--- src/rtl/fifo_buffer_ctrl.sv ---
// Parametrised synchronous FIFO with occupancy count, programmable
// almost-full/almost-empty thresholds, sticky overflow/underflow flags and
// a selectable registered or first-word-fall-through read port.
// Full/empty derive only from the occupancy count, so equal read and write
// pointers are never ambiguous.
module fifo_buffer_ctrl #(
  parameter int DATA_W   = 32,
  parameter int ADDR_W   = 4,
  parameter int AF_LEVEL = 12,
  parameter int AE_LEVEL = 2,
  parameter bit FWFT     = 1'b0
) (
  input  logic              clk,
  input  logic              reset,
  input  logic              write,
  input  logic [DATA_W-1:0] wdata,
  input  logic              read,
  input  logic              clr_err,
  output logic [DATA_W-1:0] rdata,
  output logic              rvalid,
  output logic              empty,
  output logic              full,
  output logic              almost_full,
  output logic              almost_empty,
  output logic [ADDR_W:0]   count,
  output logic              overflow,
  output logic              underflow
);

  localparam int DEPTH = 2 ** ADDR_W;
  localparam logic [ADDR_W:0] DEPTH_C = (ADDR_W + 1)'(DEPTH);
  localparam logic [ADDR_W:0] AF_C    = (ADDR_W + 1)'(AF_LEVEL);
  localparam logic [ADDR_W:0] AE_C    = (ADDR_W + 1)'(AE_LEVEL);

  // Threshold legality is checked once at elaboration.
  if (AF_LEVEL < 1 || AF_LEVEL > DEPTH) begin : g_bad_af
    $error("fifo_buffer_ctrl: AF_LEVEL %0d outside 1..%0d", AF_LEVEL, DEPTH);
  end
  if (AE_LEVEL < 0 || AE_LEVEL > DEPTH - 1) begin : g_bad_ae
    $error("fifo_buffer_ctrl: AE_LEVEL %0d outside 0..%0d", AE_LEVEL, DEPTH - 1);
  end

  logic [DATA_W-1:0] mem [DEPTH];
  logic [ADDR_W-1:0] wptr;
  logic [ADDR_W-1:0] rptr;
  logic [ADDR_W:0]   count_q;
  logic              wr_acc;
  logic              rd_acc;

  // Status flags are pure functions of the registered occupancy.
  assign empty        = (count_q == '0);
  assign full         = (count_q == DEPTH_C);
  assign almost_full  = (count_q >= AF_C);
  assign almost_empty = (count_q <= AE_C);
  assign count        = count_q;

  // A blocked request never affects the other one: full blocks only the
  // write, empty blocks only the read.
  assign wr_acc = write & ~full;
  assign rd_acc = read & ~empty;

  // Storage array: written on accepted writes only.
  // NOTE: the memory deliberately has no reset; clearing it would force a
  // flop-based array and the pointers/count already make old data invisible.
  always_ff @(posedge clk) begin
    if (wr_acc) begin
      mem[wptr] <= wdata;
    end
  end

  // Pointers and occupancy count; reset overrides every other input.
  // NOTE: sequential state uses non-blocking assignments so every register
  // samples the pre-edge values regardless of statement order.
  always_ff @(posedge clk) begin
    if (reset) begin
      wptr    <= '0;
      rptr    <= '0;
      count_q <= '0;
    end else begin
      if (wr_acc) wptr <= wptr + 1'b1;
      if (rd_acc) rptr <= rptr + 1'b1;
      count_q <= count_q + (ADDR_W + 1)'(wr_acc) - (ADDR_W + 1)'(rd_acc);
    end
  end

  // Sticky error flags; a new error in the clearing cycle wins.
  always_ff @(posedge clk) begin
    if (reset) begin
      overflow  <= 1'b0;
      underflow <= 1'b0;
    end else begin
      overflow  <= (overflow  & ~clr_err) | (write & full);
      underflow <= (underflow & ~clr_err) | (read  & empty);
    end
  end

  if (FWFT) begin : g_fwft
    // Head word is presented combinationally whenever the FIFO holds data.
    assign rdata  = mem[rptr];
    assign rvalid = ~empty;
  end else begin : g_reg_read
    logic [DATA_W-1:0] rdata_q;
    logic              rvalid_q;

    // Registered read: one-cycle data pulse per accepted read, data held otherwise.
    always_ff @(posedge clk) begin
      if (reset) begin
        rdata_q  <= '0;
        rvalid_q <= 1'b0;
      end else begin
        rvalid_q <= rd_acc;
        if (rd_acc) rdata_q <= mem[rptr];
      end
    end

    assign rdata  = rdata_q;
    assign rvalid = rvalid_q;
  end

endmodule

--- config.mk ---
export PLATFORM = sky130hd
export DESIGN_NAME = fifo_buffer_ctrl
export DESIGN_NICKNAME = d
export VERILOG_FILES = /design/src/rtl/fifo_buffer_ctrl.sv
export SDC_FILE = /design/constraint.sdc
export NUM_CORES = 1
export LEC_CHECK = 0
export ABC_AREA = 1
export BUFFER_PORTS_ARGS = -buffer_cell sky130_fd_sc_hd__buf_2
export CAP_MARGIN = 25
export CORE_MARGIN = 2
export CORE_UTILIZATION = 55
export CTS_CLUSTER_DIAMETER = 100
export DETAILED_ROUTE_END_ITERATION = 16
export PLACE_DENSITY_LB_ADDON = 0.12
export SKIP_CTS_REPAIR_TIMING = 1
export SLEW_MARGIN = 0
export SYNTH_ARGS = -nofsm -noshare
export SYNTH_HDL_FRONTEND = slang
export SYNTH_SLANG_ARGS = --single-unit
--- constraint.sdc ---
create_clock -name clk -period 3.9 [get_ports clk]
set_input_delay 0.195 -clock clk [delete_from_list [all_inputs] [get_ports clk]]
set_output_delay 0.195 -clock clk [all_outputs]
set_load 0.02 [all_outputs]
==> metrics.yaml <==
insertion_delay_ns: 0.60
grtUsageTotal_pct: 26.2
slew_headroom_pct: 34.2
p_leak_uw: 0.0113
nNetsFinal: 2415
cp_data_arrival_time_ns: 3.22
hold_violations: 0
drtIter0Drc: 1268
post-route-drc-count: 0
floorplan.rows: 76
timing.rr.start: "count[2]$_SDFF_PP0_"
min_to: "mem[10][11]$_DFFE_PP_"
cts_root_buf: "clkbuf_16"
r2r_slack_ns: 0.99
die_w_um: 212
finalSetupTns_ns: 0
dpl.hpwl_um: 33300
crit_required_ns: 4.20
cp_slowest_cell: "nor2_4"
cts_tree: "built"
grt_max_degree: 138
dp_cells: 2883
rsz0062_at_grt: "no"
syn_nets: 2356
fin_crit_sh_pct: 74.7
cp-end-kind: "flip-flop"
area_delta_synth_final_pct: 11.5
start_util_pct: 55.5
rr_endpoint: "mem[10][4]$_DFFE_PP_"
holdPathStages: 1
grt_pass1_vias: 15300
wl_um: 57500
antenna_cells: 0
clock-sinks: 560
viasPerCell: 5.26
antenna_found_initial: 0
crit_path_start_kind: "flip-flop"
wl_per_cell_um: 19.2
min-delay-start: "wdata[11]"
synth.largest_area_cell: "edfxtp_1"
drtAntennaViolNets: 0
yosysSeqAreaShare_pct: 68.6
num-fill-cells: 3459
max_freq_mhz: 343
worst_hold_path_type: "in2reg"
outcome: "finished, final reports clean"
timing.critical_path.cells: "inv_1 > ha_1 > nand3_1 > nand2_1 > inv_1 > nand2_1 > nor2_4 > buf_4"
yosys_warnings: 0
synth_top_cell_area_share_pct: 64.5
port_buffers: 80
syn_avg_cell_area_um2: 10.3
grt_pass1_wl_um: 88300
regArea_mm2: 0.0163
synth_area_leaders: "edfxtp_1 65%, nand2_1 13%, nand3_1 7.5%"
critPathLaunch: "count[2]$_SDFF_PP0_"
period_needed_ns: 2.91
overflow: 0
cts_made_buffers: 57
core_mm2: 0.0429
max_slew.worst_pin.slew_ns: 0.986
gp_congestion: 0.840
synthDistinctLibCells: 24
num_io_pins: 81
dr.pass1.iters: 5
clock_path_buffers: 3
criticalPathCategory: "reg2reg"
finalSetupViolations: 0
finalNonFillerCells: 2992
critPathMaxStageDelay_ns: 0.81
layout-drive-gt1-share_pct: 9.31
multi_input_area_mm2: 0.00568
cts-htree-levels: 2
vias: 15700
syn_inst: 2303
fp.dieArea_mm2: 0.0450
die_h_um: 212
synth-seq-cells: 560
vdd_drop_max_v: 0.000470
cap_violations: 0
reg2regPathDepth: 8
power.density_mw_per_mm2: 600
path_max_fanout: 25
final_max_slew_viol_count: 0
path_clk_slew_ns: 0.06
fin_skew_ns: 0.0116
syn_area_mm2: 0.0238
[area by class of cell]
class,count,share of cell area [%]
well taps,585,2.76
repair buffers,117,2.99
flip-flops and latches,560,61.6
multi-input cells,1310,21.4
clock buffers,79,5.98
clock inverters,25,0.848
inverters,316,4.50
[routing by layer]
metal,wire length (um),share of wire (%),GRT usage [%],up-vias
li1,-,-,-,7584
met1,23500,41,33.5,7618
met2,29200,51,45.9,421
met3,2850,5.0,3.03,104
met4,1930,3.4,10.2,0
met5,0,0,0,-
[worst max path at each step]
| stage | endpoint | slack, ns | cells past startpoint |
|---|---|---|---|
| finish | mem[10][4]$_DFFE_PP_ | 0.99 | 8 |
| global route | mem[10][4]$_DFFE_PP_ | 0.79 | 8 |
| CTS | mem[10][4]$_DFFE_PP_ | 0.95 | 8 |
| detailed placement | mem[10][6]$_DFFE_PP_ | 0.99 | 8 |
| global placement | mem[10][4]$_DFFE_PP_ | 1.09 | 8 |
| floorplan | mem[11][0]$_DFFE_PP_ | 0.85 | 7 |
[layout by cell type, fill, tap and decap left out, types with 2 or more instances in the layout]
master         instances
clkinv_2              12
clkbuf_1              14
ha_1                  15
inv_2                  2
nand3_1              358
nor2_1                76
clkinv_1               7
nor2_4                16
buf_2                 80
edfxtp_1             512
o21ai_0                8
a21oi_1               10
dfxtp_1               44
clkinvlp_4             2
inv_1                311
dfxtp_4                2
buf_4                 26
dlygate4sd3_1          3
clkbuf_16             57
clkbuf_8               8
buf_12                 7
dfxtp_2                2
nand2_1              820
bufinv_16              4
[synthesized netlist by cell type]
cell type / n
nand2_1: 820
edfxtp_1: 512
nand3_1: 358
inv_1: 314
nor2_1: 92
dfxtp_1: 48
buf_2: 45
buf_4: 21
buf_6: 21
buf_1: 15
ha_1: 15
clkbuf_1: 14
a21oi_1: 10
o21ai_0: 8
a221o_1: 1
buf_8: 1
fa_1: 1
inv_2: 1
inv_4: 1
nand2_2: 1
nor2_2: 1
o21a_1: 1
o21ai_1: 1
o21bai_1: 1
[worst max-delay path: cells and delay by family (launching register included)]
family | cells | cell delay [ns]
buffers and inverters | 3 | 0.60
and+or+nand+nor | 4 | 1.35
DFF | 1 | 0.41
adders and majority gates | 1 | 0.24
[report_power, final]
part / switching, uW / internal (uW)
logic: 2560 / 1040
registers: 157 / 6870
clock network: 2210 / 3090
[through the flow]
| stage | total power [uW] | instance area (um^2) | setup slack, ns | util, % | hold slack (ns) |
|---|---|---|---|---|---|
| 4_1_cts | 16000 | 26500 | 0.954 | 61.8 | -0.164 |
| 6_report | 15900 | 26600 | 0.988 | 61.9 | 0.00680 |
| 3_5_place_dp | 10800 | 24700 | 0.989 | 57.5 | 0.456 |
| 5_1_grt | 16700 | 26600 | 0.795 | 61.9 | 0.00336 |
| 2_1_floorplan | 9740 | 23800 | 0.851 | - | 0.294 |
| 3_3_place_gp | 10700 | 24600 | 1.09 | 57.5 | 0.449 |
[flip-flops by register name (all words and copies together) (netlist names)]
| name | count |
|---|---|
| rvalid | 1 |
| rptr | 4 |
| mem | 512 |
| wptr | 4 |
| overflow | 1 |
| count | 5 |
| rdata | 32 |
| underflow | 1 |
[cells by family after synthesis]
kind of cell,after synthesis,share of synthesized area [%]
adder cells (fa/ha/maj),16,0.872
flip-flops,560,68.6
buffers and inverters,433,8.11
AND/OR/NAND/NOR,1272,21.9
AO/OA/AOI/OAI,22,0.504
No activity file was read; power rests on OpenSTA's default activity.
